**config.mk**
```make
export PLATFORM = sky130hd
export DESIGN_NAME = adder4_arb_seq
export DESIGN_NICKNAME = d
export VERILOG_FILES = /design/src/rtl/adder4_arb_seq.sv
export SDC_FILE = /design/constraint.sdc
export NUM_CORES = 1
export LEC_CHECK = 0
export CORE_ASPECT_RATIO = 1.4
export CORE_UTILIZATION = 59
export DETAILED_ROUTE_END_ITERATION = 8
export DONT_BUFFER_PORTS = 1
export PLACE_DENSITY = 0.77
export RECOVER_POWER = 50
export SLEW_MARGIN = 0
export SYNTH_ARGS = -nofsm -noshare
export SYNTH_HDL_FRONTEND = slang
export SYNTH_SLANG_ARGS = --single-unit
```
**constraint.sdc**
```tcl
create_clock -name clk -period 5.7 [get_ports clk]
set_clock_uncertainty 0.2 [all_clocks]
set_input_delay 0.855 -clock clk [delete_from_list [all_inputs] [get_ports clk]]
set_output_delay 0.855 -clock clk [all_outputs]
set_load 0.05 [all_outputs]
```
**src/rtl/adder4_arb_seq.sv**
```systemverilog
// adder4_arb_seq: two-port round-robin front end that performs a W-bit add
// nibble-serially through one shared external 4-bit adder.
module adder4_arb_seq #(
  parameter  int NIBBLES = 4,
  localparam int W       = 4 * NIBBLES
) (
  input  logic         clk,
  input  logic         rst,
  input  logic         req0,
  input  logic [W-1:0] a0,
  input  logic [W-1:0] b0,
  input  logic         ci0,
  input  logic         req1,
  input  logic [W-1:0] a1,
  input  logic [W-1:0] b1,
  input  logic         ci1,
  output logic         gnt0,
  output logic         gnt1,
  output logic         done0,
  output logic         done1,
  output logic [W-1:0] res,
  output logic         res_co,
  output logic         busy,
  output logic [3:0]   ad_a,
  output logic [3:0]   ad_b,
  output logic         ad_ci,
  input  logic [3:0]   ad_sum,
  input  logic         ad_co
);

  localparam int IW = (NIBBLES > 1) ? $clog2(NIBBLES) : 1;

  typedef enum logic [1:0] {
    IDLE,
    RUN,
    DONE
  } state_t;

  state_t        state;
  logic          prio;
  logic          carry;
  logic [IW-1:0] idx;
  logic [W-1:0]  opa;
  logic [W-1:0]  opb;
  logic [W-1:0]  acc;
  logic [W-1:0]  acc_nxt;
  logic [IW+1:0] base;
  logic          last;

  assign base = {idx, 2'b00};
  assign last = (idx == IW'(NIBBLES - 1));

  always_comb begin
    ad_a  = 4'h0;
    ad_b  = 4'h0;
    ad_ci = 1'b0;
    if (state == RUN) begin
      ad_a  = opa[base +: 4];
      ad_b  = opb[base +: 4];
      ad_ci = carry;
    end
  end

  // Accumulator with the current nibble merged in, so the final
  // nibble reaches res on the same edge that enters DONE.
  always_comb begin
    acc_nxt = acc;
    acc_nxt[base +: 4] = ad_sum;
  end

  always_ff @(posedge clk or posedge rst) begin
    if (rst) begin
      state  <= IDLE;
      prio   <= 1'b0;
      carry  <= 1'b0;
      idx    <= '0;
      opa    <= '0;
      opb    <= '0;
      acc    <= '0;
      gnt0   <= 1'b0;
      gnt1   <= 1'b0;
      done0  <= 1'b0;
      done1  <= 1'b0;
      busy   <= 1'b0;
      res    <= '0;
      res_co <= 1'b0;
    end else begin
      unique case (state)
        IDLE: begin
          if (req0 && (!req1 || !prio)) begin
            opa   <= a0;
            opb   <= b0;
            carry <= ci0;
            idx   <= '0;
            gnt0  <= 1'b1;
            busy  <= 1'b1;
            state <= RUN;
          end else if (req1) begin
            opa   <= a1;
            opb   <= b1;
            carry <= ci1;
            idx   <= '0;
            gnt1  <= 1'b1;
            busy  <= 1'b1;
            state <= RUN;
          end
        end
        RUN: begin
          acc   <= acc_nxt;
          carry <= ad_co;
          idx   <= idx + 1'b1;
          if (last) begin
            res    <= acc_nxt;
            res_co <= ad_co;
            done0  <= gnt0;
            done1  <= gnt1;
            state  <= DONE;
          end
        end
        DONE: begin
          // Hand priority to whichever side was not just served.
          prio  <= gnt0;
          done0 <= 1'b0;
          done1 <= 1'b0;
          gnt0  <= 1'b0;
          gnt1  <= 1'b0;
          busy  <= 1'b0;
          state <= IDLE;
        end
        default: state <= IDLE;
      endcase
    end
  end

endmodule

```
==> results.md, run 1 <==
- Outcome: finished with violations
- Failing checks: capacitance limit, slew limit
- Chip Height: 101 microns
- Worst slew margin: -57.2%
- Core Region: 0.00670 sq mm
- IO Pins: 106
- Crit path top cell by count: mux2_2
- Root Buffer: clkbuf_8
- VDD IR max: 372 uV
- Net Count, Synth: 412
- Sequential fraction of the synthesis area: 45.8%
- CTS tree: built
- Yosys top cell by area: dfrtp_1
- CP cell instances: a21boi_0, clkbuf_1, mux2_2, mux2_2
- PwrDens: 671 mW/mm^2
- Tot Pwr: 2.92 mW
- Hold/Removal Path Class: reg2reg
- Worst Path Max Fanout: 33
- Largest cells by area after synthesis: dfrtp_1, mux2_4, mux2_2, mux4_2, nor2b_1
- Yosys cell types: 36
- Critical path startpoint category: primary input
- Number of vias per cell: 5.92
- Worst slew pin tran: 2.36 ns
- 1st-iter DRT viols: 104
- Main combinational cell family by area after synthesis: multiplexers
- Post-synthesis xor/xnor area fraction: 0%
- Initial Util: 62.0%
- Number of synthesized register bits: 76
- GRT Total Usage: 21.7%
- Num rows: 35
- Simple-Gate Fraction of Synth Area: 11.8%
- Gr ovfl total: 0
- Number of I/O port buffers: 0
- H-tree Lvls: 3
- Synth Area in Compound Gates: 9.01%
- Layout cells sized above 1: 29.9%
- CP delay by family, top: buffers and inverters
- Worst path max stage delay: 1.65 ns
- Pre-CTS setup slack: 2.79 ns
- Hold Vio Cnt, Final: 0
- Clk buf depth: 2
- Worst EP required: 5.73 ns
- Post-CTS setup buffer count: 0
- Latest clock arrival within the worst-skew pair: 0.35 ns
- Dpl hpwl: 5.29 mm
- Cts hold-fix bufs: 0
- GPL Wtd Cong: 0.817
- Netlist Area Pre-Place: 0.00415 sq mm
- Worst-path clk slew: 0.08 ns
- Critical path class: in2reg
- Setup WS post-layout: 2.09 ns
- Area grow syn2layout: 4.67%
- ANT cells: 0
- Nets: 404
- WP buf/inv: 1
- Mux contribution to synthesized area: 27.4%
- First-pass GRT wire length: 12.0 mm
- First drt pass iteration count: 4
- Main synth FF type: dfrtp_1
- CTS sink count: 76
- Post-cts resize count: 0
- Mapped Cells: 331
- Worst path slowest cell: clkbuf_1
- Syn Area/Cell: 12.5 sq um
- DIE AREA: 0.00738 sq mm
- Final setup fails: 0
- Warnings from Yosys: 0
- RSZ-0062 raised after global routing: false
- Fraction of registers with async set/reset: 100%
- Share of the synthesized area in the top cell type: 45.8%
- # fillers: 499
- Leakage: 1.89 nW
- Max_cap viols: 2
- TritonCTS Buffers: 9
- Post-synth EDFFs: 0
- CP Capture Type: register
- Achievable clock frequency: 277 MHz
- Drc violations: 0
- Pin count of the biggest net entering global routing: 77
- Post-Route WL: 7.45 mm
- Fin. max-slew vios: 71
- Crit share post-route: 63.3%
- CP arrival: 3.64 ns
- WL/cell: 17.7 microns
- Setup TNS: 0 ns
- Tmin final: 3.61 ns
- Die Span X: 72.9 microns
- Initial antenna violation count: 0
- Routed vias: 2485
- Synth Area in Adders: 1.81%
- Routed Antenna Nets: 0
- Vias in the first global route: 2443
kinds of logic after synthesis:
family                     Yosys count
buffers and inverters               29
AOI/OAI and AO/OA                   57
muxes                               76
adders and majority gates            6
DFF                                 76
and+or+nand+nor                     87
cells in the mapped netlist (all sizes together), types with 6 or more instances:
cell type	instances
dfrtp	76
mux2	68
nand2	24
nor2	19
a21oi	18
buf	15
nor2b	15
a31oi	12
and2	12
o21ai	10
clkbuf	8
mux4	8
a22o	6
ha	6
inv	6
layer usage:
metal	wire length, microns	part of all wire (%)	vias up	GRT usage [%]
met1	3140	42	1226	26.4
met5	0	0	-	0
met3	365	4.9	7	5.57
met2	3850	52	88	37.5
li1	-	-	1164	-
met4	99	1.3	0	7.24
cells in the final DEF, fill, tap and decap left out, drive strengths merged, types with 4 or more instances in the layout:
master  instances
a21oi          18
a22o            6
a31oi          12
a32o            4
and2           12
clkbuf         15
dfrtp          76
ha              6
inv             6
mux2           68
mux4            8
nand2          24
nand2b          4
nand3           4
nor2           19
nor2b          15
o21ai          10
final timing paths:
kind / start / to / slack, ns / depth (start not counted)
worst max-delay path: req0 / opa[7]$_DFFE_PP0P_ / 2.09 / 4
worst min-delay path: acc[6]$_DFFE_PP0P_ / acc[6]$_DFFE_PP0P_ / 0.28 / 2
worst max register to register: prio$_DFFE_PP0P_ / opa[7]$_DFFE_PP0P_ / 2.23 / 4
worst min register to register: acc[6]$_DFFE_PP0P_ / acc[6]$_DFFE_PP0P_ / 0.28 / 2
max in group asynchronous: rst / acc[1]$_DFFE_PP0P_ / 4.23 / 2
min in group asynchronous: rst / opb[1]$_DFFE_PP0P_ / 0.48 / 2
cell type report:
cell class / count / area (sq um) / share of cell area (%)
inverters: 6 / 22.5 / 0.518
clock inverters: 3 / 42.5 / 0.978
repair buffers: 4 / 22.5 / 0.518
flip-flops and latches: 76 / 1900 / 43.7
clock buffers: 13 / 179 / 4.12
well taps: 92 / 115 / 2.65
multi-input cells: 226 / 2060 / 47.5
report_power, final:
group          internal (mW)  switching (mW)
registers              0.792           0.483
logic                  0.583           0.618
clock network          0.249           0.192
total                   1.62            1.29
per-stage QoR:
stage / util (%) / hold WS (ns) / instances / area [sq um]
final: 64.9 / 0.282 / 420 / 4350
after global routing: 64.9 / 0.312 / 420 / 4350
after CTS: 65.2 / 0.281 / 420 / 4370
after detailed placement: 61.9 / 0.263 / 404 / 4150
after global placement: 61.9 / 0.254 / 404 / 4150
after floorplan: - / 0.242 / 331 / 4150
sequential cells by signal, indices dropped and copies added (netlist names):
signal	flops
state	2
acc	16
done1	1
opb	16
gnt1	1
idx	2
gnt0	1
opa	16
prio	1
busy	1
res	16
carry	1
res_co	1
done0	1
worst min-delay path, delay by kind of cell (launching register included):
kind | cells | cell delay (ns)
compound gates | 1 | 0.06
flops | 1 | 0.34
simple gates | 1 | 0.05
No activity file was read; power rests on OpenSTA's default activity.
==> inputs of run 2 (changes only) <==
Settings changed: CORE_UTILIZATION 59 to 57.
Clock period 5.7 ns to 3.3 ns, I/O delays scaled along.
==> results.md, run 2 (same netlist as run 1, synthesis figures left out) <==
- CTS tree: built (unchanged)
- Core Region: 0.00703 sq mm (was 0.00670 sq mm)
- Die Span X: 74.2 microns (was 72.9 microns)
- Worst reg2reg path depth: 5 (was 4)
- Root Buffer: clkbuf_8 (unchanged)
- WL/cell: 18.5 microns (was 17.7 microns)
- Hold Vio Cnt, Final: 0 (unchanged)
- Num rows: 36 (was 35)
- Met2 GRT Util: 38.0% (was 37.5%)
- VDD IR max: 578 uV (was 372 uV)
- Critical path class: reg2out (was in2reg)
- CP cell instances: mux4_1, and2_1, buf_4 (was a21boi_0, clkbuf_1, mux2_2, mux2_2)
- Layer with the highest usage: met2 (unchanged)
- Area grow syn2layout: 5.66% (was 4.67%)
- Setup TNS: 0 ns (unchanged)
- Chip Height: 103 microns (was 101 microns)
- Routed Antenna Nets: 0 (unchanged)
- Routed vias: 2509 (was 2485)
- Initial Util: 59.1% (was 62.0%)
- Outcome: finished, final reports clean (was finished with violations)
- Initial antenna violation count: 0 (unchanged)
- Fin area: 0.00439 sq mm (was 0.00435 sq mm)
- Met3 Use GR: 6.26% (was 5.57%)
- Fin. max-slew vios: 0 (was 71)
- Gr ovfl total: 0 (unchanged)
- Worst EP required: 2.60 ns (was 5.73 ns)
- ANT cells: 0 (unchanged)
- IO Pins: 106 (unchanged)
- DIE AREA: 0.00764 sq mm (was 0.00738 sq mm)
- Area after DPL: 0.00418 sq mm (was 0.00415 sq mm)
- Worst-path clk slew: 0.08 ns (about the same)
- Nets: 407 (was 404)
- Tmin final: 2.96 ns
- First drt pass iteration count: 4 (unchanged)
- Met1 usage: 25.7% (was 26.4%)
- GPL Wtd Cong: 0.780 (was 0.817)
- Multi-input gate area: 0.00208 sq mm (was 0.00206 sq mm)
- GRT Total Usage: 22.2% (was 21.7%)
- Drc violations: 0 (unchanged)
- Worst slew margin: 11.8% (was -57.2%)
- Leakage: 1.91 nW (was 1.89 nW)
- Pin count of the biggest net entering global routing: 43 (was 77)
- Commonest non-fill, non-tap cells in the layout: dfrtp_1, mux2_4, nand2_1 (unchanged)
- Vias in the first global route: 2492 (was 2443)
- Clk buf depth: 2 (unchanged)
- CTS sink count: 76 (unchanged)
- Achievable clock frequency: 338 MHz
- # fillers: 579 (was 499)
- Dpl hpwl: 5.54 mm (was 5.29 mm)
- Crit share post-route: 89.7%
- Max_cap viols: 0 (was 2)
- Hold path cells: 1 (was 2)
- Worst slew pin tran: 1.32 ns (was 2.36 ns)
- TritonCTS Buffers: 9 (unchanged)
- Most common cell after layout, fill and taps aside: dfrtp_1 (unchanged)
- Worst path slowest cell: dfrtp_1 (was clkbuf_1)
- H-tree Lvls: 3 (unchanged)
- Register area: 0.00190 sq mm (unchanged)
- Hold/Removal Path Class: in2reg (was reg2reg)
- Worst path max stage delay: 0.92 ns (was 1.65 ns)
- RSZ-0062 raised after global routing: false (unchanged)
- Critical path startpoint category: register (was primary input)
- Layout cells sized above 1: 30.6% (was 29.9%)
- Post-Route WL: 7.87 mm (was 7.45 mm)
- CP arrival: 2.27 ns (was 3.64 ns)
- CP Capture Type: output port (was register)
- Final setup fails: 0 (unchanged)
- First-pass GRT wire length: 12.3 mm (was 12.0 mm)
- Latest clock arrival within the worst-skew pair: 0.35 ns (about the same)
- Number of I/O port buffers: 0 (unchanged)
- Number of vias per cell: 5.90 (was 5.92)
- PwrDens: 1150 mW/mm^2 (was 671 mW/mm^2)
- Worst Path Max Fanout: 17 (was 33)
- 1st-iter DRT viols: 103 (was 104)
==> run 2: timing repair <==
action                    CTS  global route
buffers inserted            0             0
hold endpoints to repair   34             0
resized for setup           0             0
hold buffers                1             0
==> run 2: path summary, 6_finish.rpt <==
| path | startpoint | end | slack, ns |
|---|---|---|---|
| worst min-delay path | ad_sum[3] | acc[3]$_DFFE_PP0P_ | 0.09 |
| worst min register to register | acc[12]$_DFFE_PP0P_ | acc[12]$_DFFE_PP0P_ | 0.28 |
| worst max register to register | idx[0]$_DFFE_PP0P_ | acc[9]$_DFFE_PP0P_ | 0.67 |
| worst max-delay path | idx[0]$_DFFE_PP0P_ | ad_a[3] | 0.34 |
| max in group asynchronous | rst | idx[1]$_DFFE_PP0P_ | 1.29 |
| min in group asynchronous | rst | acc[10]$_DFFE_PP0P_ | 0.75 |
==> run 2: worst max-delay path, delay by kind of cell, from the launching register on <==
kind | cells | cell delay (ns)
DFF | 1 | 0.92
muxes | 1 | 0.63
buffers and inverters | 1 | 0.19
and+or+nand+nor | 1 | 0.18
==> run 2: area by class of cell <==
class	instances	area share, %
inverters	6	0.513
flip-flops and latches	76	43.3
well taps	95	2.71
multi-input cells	226	47.3
clock buffers	10	2.91
clock inverters	5	1.77
repair buffers	7	1.48
==> run 2: power breakdown <==
| part | switching [mW] | internal (mW) | leakage [nW] |
|---|---|---|---|
| registers | 0.853 | 1.37 | 0.917 |
| logic | 1.07 | 0.994 | 0.893 |
| clock network | 0.337 | 0.419 | 0.102 |
==> run 2: metal layers <==
metal  up-vias  wire length [microns]
met4         0                    123
met5         -                      0
met3        13                    436
met1      1245                   3180
li1       1164                      -
met2        87                   4130
==> run 2: through the flow <==
stage                     setup WS (ns)  total power [mW]  utilization [%]  instances  hold slack [ns]
after CTS                         0.295              5.08             62.5        425           0.0743
after floorplan                   0.667              4.00                -        331            0.242
after global routing              0.161              5.36             62.5        425           0.0760
after global placement            0.737              4.22             59.4        409            0.254
after detailed placement          0.635              4.31             59.4        409            0.263
final                             0.339              5.05             62.5        425           0.0875
